[src/rtl/hill_cipher_stream.sv]
// ----------------------------------------------------------------------------
// hill_cipher_stream
//
// Streaming Hill-cipher engine. ASCII letters arrive on a valid/ready stream
// and are grouped into BLOCK_SIZE-letter blocks. A short final block is padded
// with 'X'. Each block is multiplied, modulo 26, by one of two resident key
// matrices: bank 0 for encrypt, bank 1 for decrypt. The bank is chosen per
// block. Results leave as letters on a backpressured output stream.
//
// Flow: FILL (collect N letters) -> COMPUTE (N*N cycles, one MAC per cycle)
// -> DRAIN (emit N letters) -> FILL. Fill and compute never overlap.
//
// Parameters
//   BLOCK_SIZE  matrix dimension N, legal range 2..8
//   DATA_WIDTH  width of a character or key element, >= 8
//
// Ports
//   clk, rst             clock, asynchronous active-high reset
//   key_wen/bank/addr    key element write; addr is row-major i*N+j.
//   key_data             the element is stored as key_data % 26, and the
//                        write is applied only while busy = 0.
//   mode                 bank used by the next block (latched on its 1st char)
//   in_data/valid/last   input character stream
//   in_ready             high in FILL
//   out_data/valid/last  output character stream
//   out_ready            sink backpressure
//   busy                 high when a block is in flight or partially filled
//   done                 one-cycle pulse after the final output handshake
//
// Optional feature: define HILL_CASE_PRESERVE_EN to emit each output letter
// in the case of the input letter at the same block position. Pad letters
// count as uppercase. When the macro is undefined, all output is uppercase
// and no case storage exists.
// ----------------------------------------------------------------------------
module hill_cipher_stream #(
  parameter int BLOCK_SIZE = 3,
  parameter int DATA_WIDTH = 8
) (
  input  logic                                     clk,
  input  logic                                     rst,
  input  logic                                     key_wen,
  input  logic                                     key_bank,
  input  logic [$clog2(BLOCK_SIZE*BLOCK_SIZE)-1:0] key_addr,
  input  logic [DATA_WIDTH-1:0]                    key_data,
  input  logic                                     mode,
  input  logic [DATA_WIDTH-1:0]                    in_data,
  input  logic                                     in_valid,
  input  logic                                     in_last,
  output logic                                     in_ready,
  output logic [DATA_WIDTH-1:0]                    out_data,
  output logic                                     out_valid,
  output logic                                     out_last,
  input  logic                                     out_ready,
  output logic                                     busy,
  output logic                                     done
);

  localparam int N    = BLOCK_SIZE;
  localparam int W    = DATA_WIDTH;
  localparam int NN   = N * N;
  localparam int AW   = $clog2(NN);
  localparam int CW   = $clog2(N);
  localparam int ACCW = 2 * W + CW;

  localparam logic [W-1:0] CH_UA   = W'(65);   // 'A'
  localparam logic [W-1:0] CH_UZ   = W'(90);   // 'Z'
  localparam logic [W-1:0] CH_LA   = W'(97);   // 'a'
  localparam logic [W-1:0] CH_LZ   = W'(122);  // 'z'
  localparam logic [4:0]   PAD_IDX = 5'd23;    // 'X'

  typedef enum logic [1:0] {FILL, COMPUTE, DRAIN} state_t;

  state_t          state, state_next;
  logic [4:0]      key_mem   [2][NN];
  logic [4:0]      in_block  [N];
  logic [4:0]      out_block [N];
  logic [CW-1:0]   fill_cnt, i_cnt, j_cnt, k_cnt, k_next;
  logic [AW-1:0]   kptr;            // row-major key index, tracks i*N+j
  logic [ACCW-1:0] acc, prod, mac_sum;
  logic [4:0]      mac_mod, key_mod;
  logic            bank_sel, last_flag;
  logic            in_fire, out_fire, fill_end, compute_end, drain_end;
  logic            key_wr_en;

  // Letters map case-insensitively to 0..25. Every other character maps to 0.
  function automatic logic [4:0] letter_idx(input logic [W-1:0] c);
    if (c >= CH_UA && c <= CH_UZ) return 5'(c - CH_UA);
    if (c >= CH_LA && c <= CH_LZ) return 5'(c - CH_LA);
    return 5'd0;
  endfunction

  function automatic logic [W-1:0] to_ascii(input logic [4:0] idx, input logic lower);
    return (lower ? CH_LA : CH_UA) + W'(idx);
  endfunction

  assign in_fire     = in_valid & in_ready;
  assign out_fire    = out_valid & out_ready;
  assign fill_end    = (state == FILL) && in_fire && (in_last || fill_cnt == CW'(N - 1));
  assign compute_end = (state == COMPUTE) && (kptr == AW'(NN - 1));
  assign drain_end   = (state == DRAIN) && out_fire && (k_cnt == CW'(N - 1));
  assign k_next      = k_cnt + CW'(1);

  assign prod    = ACCW'(key_mem[bank_sel][kptr]) * ACCW'(in_block[j_cnt]);
  assign mac_sum = acc + prod;
  assign mac_mod = 5'(mac_sum % ACCW'(26));

  assign key_mod   = 5'(key_data % W'(26));
  assign key_wr_en = key_wen && !busy && (key_addr <= AW'(NN - 1));

  // ---------------------------------------------------------------- FSM
  always_ff @(posedge clk or posedge rst) begin
    // NOTE: every clocked register uses non-blocking assignment, so all
    // flops update together from values that were sampled before the edge.
    if (rst) state <= FILL;
    else     state <= state_next;
  end

  always_comb begin
    // NOTE: the default comes first. Every path then assigns state_next,
    // so no latch is inferred.
    state_next = state;
    unique case (state)
      FILL:    if (fill_end)    state_next = COMPUTE;
      COMPUTE: if (compute_end) state_next = DRAIN;
      DRAIN:   if (drain_end)   state_next = FILL;
      default:                  state_next = FILL;
    endcase
  end

  // ---------------------------------------------------------------- keys
  // Both banks power up as identity. A reset therefore restores keys that
  // pass text through unchanged.
  always_ff @(posedge clk or posedge rst) begin
    if (rst) begin
      for (int b = 0; b < 2; b++)
        for (int e = 0; e < NN; e++)
          key_mem[b][e] <= (e % (N + 1) == 0) ? 5'd1 : 5'd0;
    end else if (key_wr_en) begin
      key_mem[key_bank][key_addr] <= key_mod;
    end
  end

  // ---------------------------------------------------------------- buffers
  // NOTE: the block buffers have no reset. Every position is written
  // (either loaded or padded) before it is read.
  always_ff @(posedge clk) begin
    if (state == FILL && in_fire) begin
      in_block[fill_cnt] <= letter_idx(in_data);
      if (in_last)
        for (int p = 0; p < N; p++)
          if (CW'(p) > fill_cnt) in_block[p] <= PAD_IDX;
    end
    if (state == COMPUTE && j_cnt == CW'(N - 1))
      out_block[i_cnt] <= mac_mod;
  end

`ifdef HILL_CASE_PRESERVE_EN
  logic [N-1:0] case_lower;
  always_ff @(posedge clk) begin
    if (state == FILL && in_fire) begin
      case_lower[fill_cnt] <= (in_data >= CH_LA) && (in_data <= CH_LZ);
      if (in_last)
        for (int p = 0; p < N; p++)
          if (CW'(p) > fill_cnt) case_lower[p] <= 1'b0;
    end
  end
`else
  logic [N-1:0] case_lower;
  assign case_lower = '0;
`endif

  // ---------------------------------------------------------------- control
  always_ff @(posedge clk or posedge rst) begin
    if (rst) begin
      fill_cnt  <= '0;
      i_cnt     <= '0;
      j_cnt     <= '0;
      k_cnt     <= '0;
      kptr      <= '0;
      acc       <= '0;
      bank_sel  <= 1'b0;
      last_flag <= 1'b0;
      in_ready  <= 1'b0;
      busy      <= 1'b0;
      done      <= 1'b0;
      out_valid <= 1'b0;
      out_last  <= 1'b0;
      out_data  <= '0;
    end else begin
      in_ready <= (state_next == FILL);
      busy     <= (state_next != FILL) || (state == FILL && (fill_cnt != '0 || in_fire));
      done     <= drain_end && last_flag;

      unique case (state)
        FILL: begin
          if (in_fire) begin
            if (fill_cnt == '0) bank_sel  <= mode;
            if (in_last)        last_flag <= 1'b1;
            if (!fill_end)      fill_cnt  <= fill_cnt + CW'(1);
          end
        end
        COMPUTE: begin
          if (compute_end) begin
            // Row 0 finished long before the last product, so the first
            // output letter can be presented on this same edge.
            kptr      <= '0;
            i_cnt     <= '0;
            j_cnt     <= '0;
            acc       <= '0;
            k_cnt     <= '0;
            out_valid <= 1'b1;
            out_last  <= 1'b0;
            out_data  <= to_ascii(out_block[0], case_lower[0]);
          end else begin
            kptr <= kptr + AW'(1);
            if (j_cnt == CW'(N - 1)) begin
              acc   <= '0;
              j_cnt <= '0;
              i_cnt <= i_cnt + CW'(1);
            end else begin
              acc   <= mac_sum;
              j_cnt <= j_cnt + CW'(1);
            end
          end
        end
        DRAIN: begin
          if (out_fire) begin
            if (k_cnt == CW'(N - 1)) begin
              out_valid <= 1'b0;
              out_last  <= 1'b0;
              fill_cnt  <= '0;
              last_flag <= 1'b0;
              k_cnt     <= '0;
            end else begin
              k_cnt    <= k_next;
              out_data <= to_ascii(out_block[k_next], case_lower[k_next]);
              out_last <= last_flag && (k_next == CW'(N - 1));
            end
          end
        end
        default: ;
      endcase
    end
  end

endmodule

[config.mk]
export PLATFORM = sky130hd
export DESIGN_NAME = hill_cipher_stream
export DESIGN_NICKNAME = d
export VERILOG_FILES = /design/src/rtl/hill_cipher_stream.sv
export SDC_FILE = /design/constraint.sdc
export NUM_CORES = 1
export LEC_CHECK = 0
export ABC_AREA = 1
export BUFFER_PORTS_ARGS = -buffer_cell sky130_fd_sc_hd__buf_2
export CELL_PAD_IN_SITES_DETAIL_PLACEMENT = 1
export CELL_PAD_IN_SITES_GLOBAL_PLACEMENT = 1
export CORE_MARGIN = 5
export CORE_UTILIZATION = 43
export CTS_BUF_LIST = sky130_fd_sc_hd__clkbuf_4 sky130_fd_sc_hd__clkbuf_8
export DETAILED_ROUTE_END_ITERATION = 16
export GPL_TIMING_DRIVEN = 0
export PLACE_DENSITY_LB_ADDON = 0.1
export SYNTH_ARGS = -nofsm -noshare
export SYNTH_HDL_FRONTEND = slang
export SYNTH_SLANG_ARGS = --single-unit
[constraint.sdc]
create_clock -name clk -period 9.9 [get_ports clk]
set_clock_uncertainty 0.2 [all_clocks]
set_input_delay 0 -clock clk [delete_from_list [all_inputs] [get_ports clk]]
set_output_delay 0 -clock clk [all_outputs]
set_load 0.05 [all_outputs]
==> metrics.yaml <==
outcome:
  status: "finished with violations"
  violations_in_the_final_reports: "negative setup slack"
setup_path:
  worst-r2r-cell-count: 83
  crit_path_top_delay_cell: "sky130_fd_sc_hd__fa_1"
  r2r_end: "out_block[0][3]$_DFFE_PP_"
  cp_data_required_time_ps: 9940
  cp_data_arrival_time_ps: 10950
  r2r_start: "bank_sel$_DFFE_PP0P_"
  cp_common_cell: "sky130_fd_sc_hd__nand2_4"
  critPathLaunchType: "flop"
  cp-end-kind: "flop"
  reg2reg_slack_ps: -1010
  timing.critical_path.max_delay_family: "simple AND/OR/NAND/NOR gates"
  crit_buf_inv: 10
  crit_type: "reg2reg"
  crit_path_max_incr_delay_ps: 510
  crit_path_max_fanout: 6
placement:
  place.gp.congestion: 0.826
  dpl_worst_slack_ps: -1860
  detailed_place.area_um2: 11900
  dpl.hpwl_mm: 24.4
  port_buffers: 38
floorplanning:
  die-area_um2: 29500
  die_x_um: 172
  fp-row-count: 59
  fp.dieH_um: 172
  io_pins: 41
  core_area_um2: 25900
  initial_core_util_pct: 43.3
logic_synthesis:
  synth_async_sr_flop_share_pct: 79.5
  synthCells: 1524
  synthFlopType: "sky130_fd_sc_hd__dfrtp_1"
  synth.yosys.seq_area_share_pct: 38.8
  syn_area_um2: 11200
  syn_avg_cell_area_um2: 7.37
  yosysWarnings: 0
  synthDistinctLibCells: 52
  post_synth_edffs: 25
  synth.net_count: 1608
  ys_seq_elements: 171
sta:
  fin_crit_sh_pct: 110
  tightestPinTransition_ps: 1150
  grt_setup_unrepaired: "true"
  final-hold-violation-count: 0
  fmax_mhz: 91.6
  hold_slack_ps: 117
  finalSetupViolations: 12
  max_slew_margin_pct: 22.9
  slew_violations: 0
  setup_ws_ps: -1010
  fin_crit_ps: 10910
job:
  cap_violations: 0
cells_and_area:
  insertedDiodeCount: 0
  final_design_utilization_pct: 54.9
  area_growth_pct: 26.5
  final_cell_mix: "sky130_fd_sc_hd__nand2_1 (316), sky130_fd_sc_hd__inv_1 (186), sky130_fd_sc_hd__o21ai_0 (135)"
  layout_nets: 1757
  stdcell_area_um2: 14200
  share_of_cells_above_drive_strength_1_pct: 26.0
  mostFrequentLayoutCell: "sky130_fd_sc_hd__nand2_1"
global_routing:
  grt_overflow: 0
  grt_pass1_wl_mm: 56.1
  grt_start_max_net_pins: 85
  grt_pass1_vias: 11100
  gr-usage-all-layers_pct: 23.7
  antenna_found_initial: 0
hold_path:
  launch_instance_of_the_worst_min_delay_path: "key_data[2]"
  hold-path-endpoint: "key_mem[32]$_DFFE_PP0P_"
  hold_class: "in2reg"
  min_delay_path_depth: 6
clock_network:
  tritoncts_clock_tree: "built"
  worst_setup_hold_path_clk_slew_ps: 100
  numCtsBuffers: 17
  clockRootBuffer: "sky130_fd_sc_hd__clkbuf_8"
  clock_latency_at_the_later_pin_of_the_worst_skew_pair_ps: 480
  ctsHtreeMaxLevel: 4
  clockBufferDepth: 2
  cts_sinks: 171
routing:
  final_antenna_net_count: 0
  via_per_inst: 5.29
  drt-total-wl_mm: 35.4
  routed-via-count: 10700
  drt-pass1-iter-count: 5
  post_drt_wl_per_cell_um: 17.5
  drt_iter0_markers: 505
  post-route-drc-count: 0
## metrics by stage
| step | setup TNS [ps] | instances |
|---|---|---|
| floorplan | 0 | 1524 |
| global placement | -17800 | 1897 |
| detailed placement | -21070 | 1898 |
| CTS | -7290 | 1994 |
| global route | -18900 | 2021 |
| finish | -11550 | 2021 |
## worst min-delay path, delay by kind of cell
kind	cells	cell delay [ps]
simple gates	2	270
compound gates	1	220
buf+inv	2	170
xor+xnor	1	100
## area by class of cell
cell class | count | area (um^2)
inverter | 224 | 872
multi-input combinational | 1101 | 6930
timing repair buffer | 134 | 1050
clock buffer | 18 | 241
tap | 335 | 419
clock inverter | 14 | 134
fill | 3197 | 11700
sequential | 171 | 4370
buffer | 24 | 199
## cell families after synthesis
logic type | Yosys count | share of synthesized area (%)
buf+inv | 252 | 8.45
mux | 1 | 0.100
fa+ha+maj | 56 | 7.37
compound gates | 269 | 13.3
simple gates | 740 | 29.0
xor+xnor | 34 | 2.89
other cells | 1 | 0.0334
flops | 171 | 38.8
## per-layer routing
layer | vias up | share of wire (%) | track usage (%) | wire length [um]
met2 | 149 | 51 | 41.7 | 18000
li1 | 5201 | - | - | -
met5 | - | 0 | 0 | 0
met3 | 38 | 3.0 | 3.56 | 1050
met4 | 0 | 1.4 | 5.24 | 494
met1 | 5296 | 45 | 31.0 | 15900
## flip-flops by register name, summed over array words and instances (netlist names), 2 cells and up
register	count
acc	18
fill_cnt	2
i_cnt	2
in_block	20
j_cnt	2
k_cnt	2
key_mem	90
kptr	4
out_block	15
out_data	7
state	2
## cell usage after synthesis (5+ instances only)
library cell / number / area share [%]
sky130_fd_sc_hd__nand2_1: 390 / 13
sky130_fd_sc_hd__o211ai_1: 15 / 1.0
sky130_fd_sc_hd__nor2_2: 8 / 0.45
sky130_fd_sc_hd__nand2_2: 51 / 2.8
sky130_fd_sc_hd__inv_2: 15 / 0.50
sky130_fd_sc_hd__o21ai_1: 6 / 0.27
sky130_fd_sc_hd__nand3_2: 8 / 0.71
sky130_fd_sc_hd__nor2_1: 141 / 4.7
sky130_fd_sc_hd__dfstp_2: 6 / 1.4
sky130_fd_sc_hd__nand3_1: 97 / 4.3
sky130_fd_sc_hd__ha_1: 39 / 4.3
sky130_fd_sc_hd__o22ai_1: 16 / 0.89
sky130_fd_sc_hd__xnor2_1: 6 / 0.47
sky130_fd_sc_hd__edfxtp_1: 25 / 6.7
sky130_fd_sc_hd__xor2_1: 26 / 2.0
sky130_fd_sc_hd__nand4_1: 17 / 0.95
sky130_fd_sc_hd__a31oi_1: 5 / 0.28
sky130_fd_sc_hd__clkbuf_1: 27 / 0.90
sky130_fd_sc_hd__a21oi_1: 47 / 2.1
sky130_fd_sc_hd__dfrtp_1: 130 / 29
sky130_fd_sc_hd__dfxtp_1: 10 / 1.8
sky130_fd_sc_hd__fa_1: 17 / 3.0
sky130_fd_sc_hd__o21ai_0: 157 / 7.0
sky130_fd_sc_hd__or2_2: 10 / 0.56
sky130_fd_sc_hd__inv_1: 205 / 6.9
sky130_fd_sc_hd__o221ai_1: 5 / 0.39
## how the worst max path moves through the flow
stage                                    start                         to  slack [ps]  cells past startpoint
final                     bank_sel$_DFFE_PP0P_  out_block[0][3]$_DFFE_PP_       -1010                     83
after global routing      bank_sel$_DFFE_PP0P_  out_block[1][3]$_DFFE_PP_       -1620                     83
after CTS                 bank_sel$_DFFE_PP0P_  out_block[1][3]$_DFFE_PP_        -640                     89
after detailed placement   kptr[0]$_DFFE_PP0P_  out_block[0][3]$_DFFE_PP_       -1860                     80
after global placement     kptr[0]$_DFFE_PP0P_  out_block[0][3]$_DFFE_PP_       -1580                     83
after floorplan            kptr[0]$_DFFE_PP0P_  out_block[0][3]$_DFFE_PP_         180                     87
## timing repair
item | in CTS | in global routing
hold buffers | 31 | 0
cloned | 1 | 0
endpoints found under the setup margin | 12 | 12
endpoints found under the hold margin | 208 | 0
resized for setup | 164 | 165
pin swaps | 74 | 79
buffers inserted | 36 | 27
Power is left out: the tool's default activity adds up to more than one toggle a clock period on the data nets, which glitch-free logic cannot reach.
